==> config.mk <==
export PLATFORM = sky130hd
export DESIGN_NAME = ms_timer
export DESIGN_NICKNAME = d
export VERILOG_FILES = /design/src/rtl/ms_timer.sv
export SDC_FILE = /design/constraint.sdc
export NUM_CORES = 1
export LEC_CHECK = 0
export ABC_AREA = 1
export BUFFER_PORTS_ARGS = -buffer_cell sky130_fd_sc_hd__buf_4
export CELL_PAD_IN_SITES_DETAIL_PLACEMENT = 1
export CELL_PAD_IN_SITES_GLOBAL_PLACEMENT = 1
export CORE_ASPECT_RATIO = 0.9
export CORE_MARGIN = 2
export CORE_UTILIZATION = 45
export DETAILED_ROUTE_END_ITERATION = 8
export GPL_TIMING_DRIVEN = 0
export PLACE_DENSITY = 0.81
export SYNTH_ARGS = -nofsm -noshare
export SYNTH_HDL_FRONTEND = slang
export SYNTH_SLANG_ARGS = --single-unit
==> constraint.sdc <==
create_clock -name clk -period 4.72 [get_ports clk]
set_input_delay 0.472 -clock clk [delete_from_list [all_inputs] [get_ports clk]]
set_output_delay 0.472 -clock clk [all_outputs]
set_load 0.1 [all_outputs]
==> src/rtl/ms_timer.sv <==
// Millisecond countdown timer driven by an external free-running millisecond count.
// One-shot or periodic expiry with a stretched irq pulse, sticky done flag and expiry timestamp.
module ms_timer #(
    parameter int unsigned IRQ_CYCLES = 1
) (
    input  logic        clk,
    input  logic        reset,
    input  logic [31:0] millis,
    input  logic        we,
    input  logic        re,
    input  logic [1:0]  addr,
    input  logic [31:0] wdata,
    output logic [31:0] rdata,
    output logic        irq
);

    typedef enum logic {
        IDLE,
        RUN
    } state_t;

    localparam logic [7:0] IRQ_LEN = 8'(IRQ_CYCLES);

    state_t      state;
    state_t      stateNext;
    logic [31:0] millisQ;
    logic [31:0] period;
    logic [31:0] remain;
    logic [31:0] remainNext;
    logic [31:0] snapshot;
    logic        periodic;
    logic        done;
    logic        tick;
    logic        expire;
    logic        ctrlWe;
    logic        running;
    logic [7:0]  irqCnt;

    assign tick    = (millis != millisQ);
    assign ctrlWe  = we && (addr == 2'd1);
    assign running = (state == RUN);
    assign irq     = (irqCnt != 8'd0);

    // A CTRL write wins over a tick in the same cycle; that tick is simply dropped.
    always_comb begin
        stateNext  = state;
        remainNext = remain;
        expire     = 1'b0;
        if (ctrlWe) begin
            if (wdata[2]) begin
                stateNext = IDLE;
            end else if (wdata[0]) begin
                if (period != 32'd0) begin
                    remainNext = period;
                    stateNext  = RUN;
                end else if (state == RUN) begin
                    remainNext = 32'd0;
                    stateNext  = IDLE;
                end
            end
        end else if ((state == RUN) && tick) begin
            if (remain > 32'd1) begin
                remainNext = remain - 32'd1;
            end else begin
                expire = 1'b1;
                if (periodic && (period != 32'd0)) begin
                    remainNext = period;
                end else begin
                    remainNext = 32'd0;
                    stateNext  = IDLE;
                end
            end
        end
    end

    // The snapshot takes the count that millisQ adopts at this edge, i.e. the value that caused the tick.
    always_ff @(posedge clk) begin
        if (reset) begin
            millisQ  <= millis;
            state    <= IDLE;
            remain   <= 32'd0;
            period   <= 32'd0;
            periodic <= 1'b0;
            done     <= 1'b0;
            snapshot <= 32'd0;
            irqCnt   <= 8'd0;
            rdata    <= 32'd0;
        end else begin
            millisQ <= millis;
            state   <= stateNext;
            remain  <= remainNext;
            if (we && (addr == 2'd0)) begin
                period <= wdata;
            end
            if (ctrlWe) begin
                periodic <= wdata[1];
            end
            if (expire) begin
                done <= 1'b1;
            end else if (re && (addr == 2'd2)) begin
                done <= 1'b0;
            end
            if (expire) begin
                snapshot <= millis;
            end
            if (expire) begin
                irqCnt <= IRQ_LEN;
            end else if (irqCnt != 8'd0) begin
                irqCnt <= irqCnt - 8'd1;
            end
            if (re) begin
                case (addr)
                    2'd0:    rdata <= period;
                    2'd1:    rdata <= remain;
                    2'd2:    rdata <= {29'd0, done, periodic, running};
                    default: rdata <= snapshot;
                endcase
            end
        end
    end

endmodule

==> qor.yml, run 1 <==
outcome: "completed"
postCtsSetupBuffers: 0
layoutNonFillerInstCount: 1606
r2r-end: "remain[18]"
p_switching_w: 0.00242
crit_arrival_ns: 2.09
portBuffers: 101
cts_buffers: 17
final_nets: 1421
clock_power_share_pct: 26.5
cp_num_buf_inv: 3
synth_seq_cells: 171
core_region_area_sq_um: 18300
synth_fa_ha_area_share_pct: 0.449
whs_path_depth: 1
grt_use_met1_pct: 43.5
synth_top_family_by_area: "simple AND/OR/NAND/NOR gates"
drive_gt1_share_pct: 13.7
place_inst: 1574
grt_max_degree: 20
clk_latency_ns: 0.45
final-hold-violation-count: 0
viasPerCell: 5.53
cts-hold-fix-buffers: 0
fmax_mhz: 390
multi_input_area_sq_um: 4360
root_buffer: "clkbuf_16"
min_from: "millis[17]"
htreeDepth: 4
end_kind: "output port"
dr.pass1.iters: 5
drv_slew: 0
cpPeakStageDelay_ns: 0.32
cts_resized: 0
clock_sinks: 171
cts_buffer_depth: 2
fillers: 2457
synth_compound_area_share_pct: 13.3
path_delay_family: "buffers and inverters"
clock_skew_ns: 0.0144
yosysWarnings: 0
wl_microns: 31000
final_area_sq_um: 10000
crit_type: "flip-flop to output port"
ant_nets: 0
area_growth_pct: 19.9
slew-limit-headroom_pct: 49.7
met2_usage_pct: 53.1
rsz0062_at_grt: "false"
post-route-period-util_pct: 54.4
postSynthAreaPerCell_sq_um: 6.80
switching_share_pct: 44.7
seqPwrFrac_pct: 31.7
p_per_area_nw_per_um2: 540
n_antenna_cell: 0
grt_antenna_before_repair: 0
p_comb_share_pct: 41.8
vias: 8876
max-cap-violations: 0
placed_area_sq_um: 9420
r2r_start: "remain[0]"
syn_inst: 1228
crit_path_cell_trace: "inv_1 > ha_1 > nand3_1 > or3_1 > clkbuf_1 > buf_4"
cpMaxStageDelayCell: "or3_1"
dieHeight_microns: 133
wl_per_cell_microns: 19.3
muxShareOfSynthArea_pct: 0.135
rows: 47
die_w_microns: 148
peakVddDrop_mv: 0.282
seq_area_sq_um: 3420
grtUsageMet3_pct: 5.00
power.leakage_nw: 4.42
io_pins: 103
synth-simple-area-share_pct: 33.8
timing.final.crit_period_ns: 2.57
drtIter0Drc: 759
r2r_slack_ns: 2.22
dp_hpwl_microns: 24000
synthXorXnorAreaFrac_pct: 4.51
internal_power_w: 0.00299
gp_congestion: 0.931
grt_pass1_vias: 9038
seq_area_frac_synth_pct: 41.0
hold_end: "millisQ[17]"
drc: 0
crit_required_ns: 4.25
overflow: 0
hold_path.class: "input pin to flip-flop"
cts_tree: "built"
max_slew.worst_pin.slew_ns: 0.755
busiest_layer: "met2"
rr_worst_depth: 13
track_usage_pct: 32.1
critPathLaunchType: "flip-flop"
path_max_fanout: 9
finalSetupViolations: 0
yosysUniqueCellTypes: 38
clkTransAtPathRegs_ns: 0.08
crit_start: "irqCnt[0]"
setup_tns_ns: 0
dieArea_sq_um: 19700
grt_first_pass_wirelength_microns: 48600
syn-cell-area_sq_um: 8350
start_util_pct: 45.7
synth_nets: 1301
## power groups by stage
stage          Sequential, W  Clock (W)  Combinational (W)
2_1_floorplan        0.00179          0            0.00151
3_3_place_gp         0.00174          0            0.00216
3_5_place_dp         0.00174          0            0.00220
4_1_cts              0.00171    0.00145            0.00223
5_1_grt              0.00172    0.00151            0.00249
6_report             0.00171    0.00143            0.00226
## flip-flops by register name, summed over array words and instances (netlist names)
signal	flops
irqCnt	8
rdata	32
running	1
periodic	1
snapshot	32
remain	32
millisQ	32
period	32
done	1
## Yosys cell counts (all sizes together)
cell type	n	area, sq um
nor2	229	925
nor3	3	15.0
or3	1	6.26
a31oi	1	6.26
dfxtp	171	3420
o21ai	123	627
nand3	120	618
nand2	310	1180
o22ai	2	12.5
clkinv	1	3.75
nand3b	2	15.0
xnor2	34	298
nand4	8	65.1
buf	21	110
a21oi	36	188
ha	3	37.5
a41oi	29	254
xor2	9	78.8
mux2	1	11.3
a221oi	2	17.5
inv	83	314
o21bai	1	7.51
or2	1	6.26
clkbuf	37	139
## cell families (layout without fill, tap and decap cells)
logic type	after synthesis	count (layout)
adder cells (fa/ha/maj)	3	3
flip-flops	171	171
buffers and inverters	142	275
AND/OR/NAND/NOR	674	674
XOR/XNOR	43	43
multiplexers	1	1
AO/OA/AOI/OAI	194	194
## layer usage
metal / part of all wire (%) / vias up / wire length (microns)
li1: - / 4242 / -
met1: 46 / 4339 / 14200
met2: 47 / 251 / 14400
met3: 5.1 / 44 / 1590
met4: 2.4 / 0 / 759
met5: 0 / - / 0
## layout by cell type, fill, tap and decap left out, types with 2 or more instances in the layout
master / synthesis / layout
clkinv_8: 0 / 5
a21oi_1: 34 / 34
nand3b_1: 2 / 2
nor2_2: 14 / 14
inv_8: 0 / 3
nor2_1: 211 / 211
nor2_4: 4 / 4
ha_1: 3 / 3
nand2_2: 5 / 5
nor3_1: 3 / 3
a41oi_1: 29 / 29
clkbuf_16: 0 / 17
clkbuf_1: 37 / 37
o21ai_1: 6 / 6
inv_6: 0 / 5
buf_2: 16 / 16
inv_2: 3 / 3
buf_1: 3 / 3
nand4_1: 7 / 7
o21ai_0: 116 / 116
a221oi_1: 2 / 2
inv_1: 79 / 79
xnor2_1: 34 / 34
nand2_1: 305 / 305
xor2_1: 9 / 9
dfxtp_1: 171 / 171
nand3_1: 118 / 118
a21oi_2: 2 / 2
buf_4: 1 / 102
o22ai_1: 2 / 2
## final cells by class
type / count / share of cell area (%)
multi-input combinational: 915 / 43.6
sequential: 171 / 34.2
timing repair buffer: 101 / 7.57
clock buffer: 17 / 4.25
inverter: 84 / 3.17
tap: 245 / 3.06
buffer: 58 / 2.49
clock inverter: 15 / 1.72
## how the worst max path moves through the flow
stage                            end  slack, ns  cells after the start
after floorplan            irqCnt[1]       2.36                      7
after global placement    period[22]       2.23                      8
after detailed placement  period[22]       2.19                      8
after CTS                        irq       2.12                      6
after global routing             irq       2.02                      6
final                            irq       2.15                      6
## through the flow
step	total power, W	setup WS [ns]	util [%]	hold slack, ns
floorplan	0.00330	2.36	-	0.444
global placement	0.00390	2.23	51.5	0.460
detailed placement	0.00395	2.19	51.5	0.476
CTS	0.00539	2.12	54.8	0.138
global route	0.00573	2.02	54.8	0.133
finish	0.00541	2.15	54.8	0.140
Note: power is estimated with default switching activity, not from simulation.
==> run 2: changes to the inputs <==
Settings changed: CORE_UTILIZATION 45 to 38, PLACE_DENSITY 0.81 to 0.73.
Clock period 4.72 ns to 2.07 ns, I/O delays scaled along.
==> run 2 against run 1 <==
Clock power increased by 130%. Clock skew is essentially flat. Critical path depth is 7 higher. Global-route usage fell by 3.7 points. Setup slack worse by 2.1 ns. Design area up 11%. Worst hold slack got worse by 0.14 ns. Register-to-register slack worse by 2.1 ns. Sequential share of layout area shrank 3.1 points. Power grew to 2.5 times the previous value. Wire length rose by 7.0%. Via count is 2.4% higher. Critical path type is now flip-flop to flip-flop. Largest cell class unchanged. Largest power group unchanged.
==> qor.yml, run 2 (synthesis gave the netlist of run 1 again) <==
cts_buffers: 17
final_nets: 1487
r2r_start: "remain[9]"
dieArea_sq_um: 23200
clkTransAtPathRegs_ns: 0.08
finalSetupViolations: 0
start_util_pct: 38.6
post-route-period-util_pct: 96.5
fin_hold_ws_ns: 0.00461
n_antenna_cell: 0
path_max_fanout: 5
vias: 9090
crit_type: "flip-flop to flip-flop"
cts_buffer_depth: 2
crit_path_end: "remain[19]"
layout_commonest_cell: "nand2_1"
drc: 0
rsz0062_at_grt: "true"
drtIter0Drc: 655
outcome: "completed"
clock_skew_ns: 0.0149
p_per_area_nw_per_um2: 1230
drv_slew: 0
power.leakage_nw: 4.84
peakVddDrop_mv: 0.818
portBuffers: 101
cts_tree: "built"
r2r-end: "remain[19]"
grt_max_degree: 20
wl_microns: 33200
overflow: 0
hold_path.class: "input pin to flip-flop"
rr_worst_depth: 13
gp_congestion: 0.935
slew-limit-headroom_pct: 42.1
layout_common_cells: "nand2_1 (297), nor2_1 (190), dfxtp_1 (156)"
crit_required_ns: 2.44
critPathLaunchType: "flip-flop"
setup_tns_ns: 0
die_w_microns: 160
min_from: "wdata[23]"
timing.final.crit_period_ns: 2.00
r2r_slack_ns: 0.07
ant_nets: 0
max-cap-violations: 0
placed_area_sq_um: 9480
viasPerCell: 5.29
final_area_sq_um: 11100
fillers: 2748
grt_antenna_before_repair: 0
dp_hpwl_microns: 24200
area_growth_pct: 32.7
place_inst: 1620
drive_gt1_share_pct: 18.8
crit_start: "remain[9]"
clk_latency_ns: 0.45
end_kind: "flip-flop"
grt_pass1_vias: 9078
track_usage_pct: 28.4
max_slew.worst_pin.slew_ns: 0.869
finalPower_w: 0.0136
dieHeight_microns: 145
core_region_area_sq_um: 21600
root_buffer: "clkbuf_16"
crit_arrival_ns: 2.36
rows: 51
fmax_mhz: 501
clock_sinks: 171
wl_per_cell_microns: 19.3
dr.pass1.iters: 5
layoutNonFillerInstCount: 1718
io_pins: 103
final-hold-violation-count: 0
grt_first_pass_wirelength_microns: 50500
htreeDepth: 4
[run 2: changes by cell type in the layout (fill, tap and decap cells not counted), moves of 5 or more]
cell and change:
nor2_4 +16, nor2_2 +5, o21ai_0 -6, dfxtp_1 -15, dfxtp_2 +15, nand2_1 -8, nand2_4 +5, inv_1 -5
buf_4 +24, inv_2 +5, buf_2 -11, nor2_1 -21, o21ai_1 +5, dlygate4sd3_1 +41
[run 2: final cells by class]
class	instances	area [sq um]	area share, %
clock inverter	14	173	1.56
clock buffer	18	429	3.87
inverter	84	318	2.87
buffer	58	309	2.79
sequential	171	3440	31.0
timing repair buffer	167	1430	12.9
tap	291	364	3.28
multi-input combinational	915	4630	41.7
[run 2: power by group]
group / leakage, nW / switching (W) / internal, W
Clock: 0.293 / 0.00166 / 0.00164
Combinational: 3.14 / 0.00398 / 0.00237
Sequential: 1.41 / 0.000348 / 0.00360
[run 2: worst min-delay path by stage]
| stage | to | slack (ns) | cells past startpoint |
|---|---|---|---|
| 2_1_floorplan | millisQ[0] | 0.23 | 0 |
| 3_3_place_gp | millisQ[5] | 0.34 | 1 |
| 3_5_place_dp | millisQ[22] | 0.34 | 1 |
| 4_1_cts | period[23] | 0.001 | 3 |
| 5_1_grt | period[4] | 0.01 | 3 |
| 6_report | period[23] | 0.005 | 3 |
[run 2: routing by layer]
metal  vias to the layer above  track usage, %  share of wire, %
met2                       260            47.8                47
met4                         0            7.97               1.9
li1                       4372               -                 -
met3                        40            4.05               4.6
met1                      4418            38.3                47
met5                         -               0                 0
[run 2: stage by stage]
stage | worst slack (ns) | util (%)
finish | 0.0722 | 51.3
global route | -0.0489 | 51.3
CTS | 0.00538 | 49.3
detailed placement | -0.370 | 43.8
global placement | -0.348 | 43.8
floorplan | 0.120 | -
[run 2: worst max-delay path, stage by stage (launching register included)]
cell	delay, ns
dfxtp_2	0.37
nor2_2	0.17
nand2_2	0.12
nor2_4	0.17
buf_4	0.14
nand2_1	0.08
nor2_4	0.26
clkbuf_16	0.21
nand3_1	0.07
nand3_1	0.07
nand2_1	0.06
nand2_1	0.05
nand2_1	0.04
nor2_1	0.08
[run 2: repair_timing]
item,4_1_cts,5_1_grt
pin swaps,5,13
hold buffers,41,0
buffers inserted,8,14
setup endpoints to repair,69,71
resized for setup,30,86
gates cloned,0,3
hold endpoints to repair,41,0
